===== config.mk =====
export PLATFORM = sky130hd
export DESIGN_NAME = ling_knowles_sub_pipe
export DESIGN_NICKNAME = d
export VERILOG_FILES = /design/src/rtl/ling_knowles_sub_pipe.sv
export SDC_FILE = /design/constraint.sdc
export NUM_CORES = 1
export LEC_CHECK = 0
export ABC_AREA = 1
export BUFFER_PORTS_ARGS = -buffer_cell sky130_fd_sc_hd__buf_4
export CORE_MARGIN = 3
export CORE_UTILIZATION = 45
export DETAILED_ROUTE_END_ITERATION = 10
export GPL_TIMING_DRIVEN = 1
export PLACE_DENSITY = 0.66
export SKIP_CTS_REPAIR_TIMING = 1
export SLEW_MARGIN = 25
export SYNTH_ARGS = -nofsm -noshare
export SYNTH_HDL_FRONTEND = slang
export SYNTH_SLANG_ARGS = --single-unit

===== constraint.sdc =====
create_clock -name clk -period 1.4 [get_ports clk]
set_input_delay 0.07 -clock clk [delete_from_list [all_inputs] [get_ports clk]]
set_output_delay 0.07 -clock clk [all_outputs]
set_load 0.005 [all_outputs]

===== src/rtl/ling_knowles_sub_pipe.sv =====
// ling_knowles_sub_pipe: two-stage 22-bit Ling/Knowles prefix subtractor with valid/ready handshake.
// Define LING_SUB_SAT_EN for unsigned saturation (diff clamps to 0 on borrow) and the sat output.
module ling_knowles_sub_pipe #(
  parameter int WIDTH         = 22,
  parameter int STAGE1_LEVELS = 3
) (
  input  logic             clk,
  input  logic             rst_n,
  input  logic             in_valid,
  output logic             in_ready,
  input  logic [WIDTH-1:0] a,
  input  logic [WIDTH-1:0] b,
  input  logic             bin,
  output logic             out_valid,
  input  logic             out_ready,
  output logic [WIDTH-1:0] diff,
  output logic             bout
`ifdef LING_SUB_SAT_EN
  ,
  output logic             sat
`endif
);
  localparam int LEVELS = $clog2(WIDTH);

  // One Knowles level: (H,I)[k] o (H,I)[k-s]
  function automatic logic [2*WIDTH-1:0] ks_lvl(input logic [WIDTH-1:0] h, input logic [WIDTH-1:0] i, input int s);
    logic [WIDTH-1:0] ho, io;
    ho = h;
    io = i;
    for (int k = s; k < WIDTH; k++) begin
      ho[k] = h[k] | (i[k] & h[k-s]);
      io[k] = i[k] & i[k-s];
    end
    return {ho, io};
  endfunction

  logic             w_s1_adv, w_s2_adv, w_cin, w_cout;
  logic [WIDTH-1:0] w_p, w_g, w_h1, w_i1, w_h2, w_i2, w_c, w_s;
  logic             r_s1_valid, r_s2_valid, r_cin, r_bout;
  logic [WIDTH-1:0] r_p, r_g, r_h, r_i, r_diff;

  assign w_s2_adv = ~r_s2_valid | out_ready;
  assign w_s1_adv = ~r_s1_valid | w_s2_adv;
  assign in_ready = w_s1_adv;
  assign w_p      = a | ~b;
  assign w_g      = a & ~b;
  assign w_cin    = ~bin;

  // Leaf terms: H = g (carry-in folded into bit 0), I = p shifted up one bit
  always_comb begin
    w_h1 = {w_g[WIDTH-1:1], w_g[0] | w_cin};
    w_i1 = {w_p[WIDTH-2:0], 1'b0};
    for (int l = 0; l < STAGE1_LEVELS; l++) {w_h1, w_i1} = ks_lvl(w_h1, w_i1, 1 << l);
  end

  always_comb begin
    w_h2 = r_h;
    w_i2 = r_i;
    for (int l = STAGE1_LEVELS; l < LEVELS; l++) {w_h2, w_i2} = ks_lvl(w_h2, w_i2, 1 << l);
  end

  assign w_c    = {r_p[WIDTH-2:0] & w_h2[WIDTH-2:0], r_cin};
  assign w_s    = (r_p ^ w_h2) | (r_g & w_c);
  assign w_cout = r_p[WIDTH-1] & w_h2[WIDTH-1];

  always_ff @(posedge clk or negedge rst_n) begin
    if (!rst_n) begin
      r_s1_valid <= 1'b0;
      r_p        <= '0;
      r_g        <= '0;
      r_cin      <= 1'b0;
      r_h        <= '0;
      r_i        <= '0;
    end else if (w_s1_adv) begin
      r_s1_valid <= in_valid;
      if (in_valid) begin
        r_p   <= w_p;
        r_g   <= w_g;
        r_cin <= w_cin;
        r_h   <= w_h1;
        r_i   <= w_i1;
      end
    end
  end

`ifdef LING_SUB_SAT_EN
  logic r_sat;
  assign sat = r_sat;
  always_ff @(posedge clk or negedge rst_n) begin
    if (!rst_n) r_sat <= 1'b0;
    else if (w_s2_adv && r_s1_valid) r_sat <= ~w_cout;
  end
`endif

  always_ff @(posedge clk or negedge rst_n) begin
    if (!rst_n) begin
      r_s2_valid <= 1'b0;
      r_diff     <= '0;
      r_bout     <= 1'b0;
    end else if (w_s2_adv) begin
      r_s2_valid <= r_s1_valid;
      if (r_s1_valid) begin
`ifdef LING_SUB_SAT_EN
        r_diff <= w_cout ? w_s : '0;
`else
        r_diff <= w_s;
`endif
        r_bout <= ~w_cout;
      end
    end
  end

  assign out_valid = r_s2_valid;
  assign diff      = r_diff;
  assign bout      = r_bout;
endmodule

==> impl_summary.md <==
Finish
The diode insertion count for antenna repair is 0. After the flow finishes, the layout carries non-filler instances totaling 900. The post-synthesis to final-layout area growth is 27.7%.

The number of nets in the final layout is 826. The filler cell count in the final layout is 986. Once layout is complete, the utilization of the core stands at 60.2%. The most common library cell in the layout ignoring fill and taps is sky130_fd_sc_hd__nand2_1. Of the cells placed in the final design, the portion with a size suffix greater than 1 is 18.2%. The top cell types in the final layout, fill and taps aside, are 190 x sky130_fd_sc_hd__nand2_1, 106 x sky130_fd_sc_hd__dfrtp_1, 95 x sky130_fd_sc_hd__buf_4.

GRT
The first global-routing pass estimated 21900 µm of wire. The largest net degree at the start of global routing is 48. The total routing resource utilization after global routing is 21.2%. The initial antenna violation count came to 0. The total overflow left after global routing is 0. The number of global-route vias before repair is 4438.

Yosys
The post-synthesis adder-cell area fraction is 5.27%. The synthesized netlist devotes 14.9% of its cell area to compound gates. Synthesis produced a netlist with a net count of 714.

The Yosys warning count is 0. The largest family of logic cells by synthesized area is simple AND/OR/NAND/NOR gates. Summing the areas of all and, or, nand and nor instances in the mapped netlist gives 20.7% of the synthesized area. Summing the sequential cell areas from Yosys gives 50.8% of the chip area.

Summing every instance area after synthesis gives 5220 µm². After synthesis, the share of flip-flops with an asynchronous set or reset is 100%. The number of flip-flops and latches in the synthesized netlist is 106.

The mean cell area of the mapped netlist is 8.12 µm². The predominant post-synthesis flop cell is sky130_fd_sc_hd__dfrtp_1. The xor/xnor cell area share of the yosys netlist is 0%. The number of flops mapped to enable cells by yosys is 0. The post-synthesis cell type count is 27.

The portion of synthesized area spent on multiplexers is 0.192%. Synthesis handed over a netlist of 643 instances.

Clock network
The clock buffer count from CTS is 9. After clock tree synthesis, the clock-pin slew on the worst setup and hold paths is 0.07 ns. In this run the clock root is driven by a sky130_fd_sc_hd__clkbuf_16. The H-tree generated during clock tree synthesis spans 3 levels. The clock passes through at most 2 buffers. The clock tree from TritonCTS is done. For the worst-skew pair, the clock arrives at the later sink with an insertion delay of 0.35 ns. The clock sink count is 106.

Worst setup path
The critical path's slowest cell is sky130_fd_sc_hd__dfrtp_1. The worst setup path is of the reg -> reg kind. The startpoint type of the worst setup path is a flop. The nature of the critical path endpoint is a flop. The critical path goes through a21oi_4 -> o21bai_1 -> ha_1 -> a21oi_2 -> o21ai_0. The startpoint of the worst register-to-register path is r_i[12]. The most critical setup path has its startpoint at r_i[12].

For the worst setup path, the data arrival time is 1.59 ns. For this run, the slowest stage of the critical path takes 0.42 ns. For the worst setup path, the data required time is 1.62 ns. Counting both buffers and inverters, the worst setup path holds a total of 0. The critical-path maximum fanout is 2. Among cell families on the critical path, the largest total delay comes from compound AO/OA/AOI/OAI gates.

Place
The setup slack after placement is -0.168 ns. In this run the tool buffered the top-level ports with 73 buffer cells. The HPWL reported at the end of detailed placement is 10100 µm. The final RePlAce weighted congestion is 0.876. After detailed placement, the design holds a cell count of 857.

Detailed routing
The count of routing violations after the opening detailed-route iteration is 269. After detailed routing, the number of vias per cell comes to 5.11. The routed layout has 4596 vias. The number of design rule violations left after detail routing is 0. In this run the remaining antenna-violating nets after routing total 0. The total length of routed wires is 13300 µm. The first TritonRoute pass finished after 5 iterations. The average detailed-routed wire length per instance is 14.8 µm.

Timing
The worst path uses 97.8% of the clock period. The tightest hold path in the finished design has a slack of -0.00836 ns. The total count of max-transition violations in the final report is 0. The final critical-path required period is 1.37 ns.

Across all setup checks in the final design, the least slack found is 0.0311 ns. Setup repair after global routing could not meet its margin everywhere. The count of final hold-check violations is 2. The final sum of negative setup slack is 0 ns. The final setup violation count is 0. Static timing analysis puts the maximum clock frequency at 730 MHz.

The tightest slew margin relative to the limit is 75.0%. The maximum clock skew at final layout is 0.00746 ns. At the pin with the least slew margin, the transition time is 0.371 ns.

Power
The peak supply drop is 0.00104 V. The total power per unit cell area is 1330 nW/µm². The analysis attributes to cell leakage a power of 0.00339 µW.

Min path
The kind of path behind the tightest hold check is in -> reg. The hold path startpoint is a[11].

Die
The floorplan step defined a die boundary enclosing 12900 µm². The die is 114 µm tall. The horizontal die dimension is 114 µm. Once the floorplan was initialized, standard cells occupied 47.1% of the core. The area of the core is 11100 µm². 74 I/O pins were placed.

The row count is 38.

Run status
The checks that failed: negative hold slack. The run finished, with violations left.

Job
Max-cap violations in this run came to 0.
==> registers in the layout, indices dropped and copies added (netlist names) <==
register / count
r_cin: 1
bout: 1
r_g: 22
r_s1_valid: 1
r_p: 22
diff: 22
out_valid: 1
r_h: 22
r_i: 14
==> final timing paths <==
kind / endpoint / slack [ns] / cells after the start
setup / recovery: diff[20] / 0.03 / 5
hold / removal: r_p[11] / -0.008 / 3
setup reg to reg: diff[20] / 0.03 / 5
hold reg to reg: diff[14] / 0.49 / 2
max in group asynchronous: r_g[0] / 0.63 / 3
min in group asynchronous: diff[10] / 0.18 / 2
==> synthesized netlist by cell type, drive strengths merged (3+ instances only) <==
cell type  number  share of area (%)
or2             5               0.60
nand4           4               0.48
nand2         191                 14
dfrtp         106                 51
nand3          19                1.9
inv            78                5.6
ha             22                5.3
buf            17                2.2
o21ai          66                6.3
a31oi          21                2.5
o31ai           3               0.43
nor3            4               0.38
a21oi          38                3.6
clkbuf          5               0.36
nor2           49                3.5
o21bai          8                1.2
==> metal layers <==
| layer | vias to the layer above | wire [µm] | track usage [%] |
|---|---|---|---|
| met1 | 2165 | 5980 | 29.3 |
| met4 | 0 | 217 | 5.29 |
| met5 | - | 0 | 0 |
| li1 | 2295 | - | - |
| met2 | 123 | 6390 | 34.2 |
| met3 | 13 | 720 | 4.72 |
==> layout make-up <==
| class | instances | area [µm²] | share of cell area [%] |
|---|---|---|---|
| flip-flops and latches | 106 | 2650 | 39.8 |
| multi-input cells | 437 | 2230 | 33.5 |
| repair buffers | 123 | 1030 | 15.5 |
| inverters | 78 | 295 | 4.43 |
| clock buffers | 9 | 225 | 3.38 |
| well taps | 140 | 175 | 2.63 |
| clock inverters | 7 | 53.8 | 0.807 |
==> metrics by stage <==
stage / cell area, µm² / total power [µW]
floorplan: 5220 / 5170
global route: 6660 / 9470
finish: 6660 / 8870
detailed placement: 6020 / 6360
global placement: 6020 / 6290
CTS: 6300 / 8760
==> logic make-up (layout without fill, tap and decap cells) <==
group / count (synthesis) / after routing
fa+ha+maj: 22 / 22
buf+inv: 100 / 217
mux: 1 / 1
simple gates: 272 / 272
compound gates: 142 / 142
flops: 106 / 106
==> report_power, final <==
group / total, µW / leakage [µW] / internal, µW / switching [µW]
Sequential: 4040 / 0.00126 / 3660 / 386
Combinational: 2440 / 0.00200 / 1190 / 1250
Clock: 2390 / 0.000128 / 1220 / 1180
==> worst register-to-register path, stage by stage (launching register included) <==
cell and delay [ns]:
sky130_fd_sc_hd__dfrtp_1 0.42, sky130_fd_sc_hd__a21oi_4 0.23, sky130_fd_sc_hd__o21bai_1 0.10, sky130_fd_sc_hd__ha_1 0.29, sky130_fd_sc_hd__a21oi_2 0.12, sky130_fd_sc_hd__o21ai_0 0.09
Note: power is estimated with default switching activity, not from simulation.
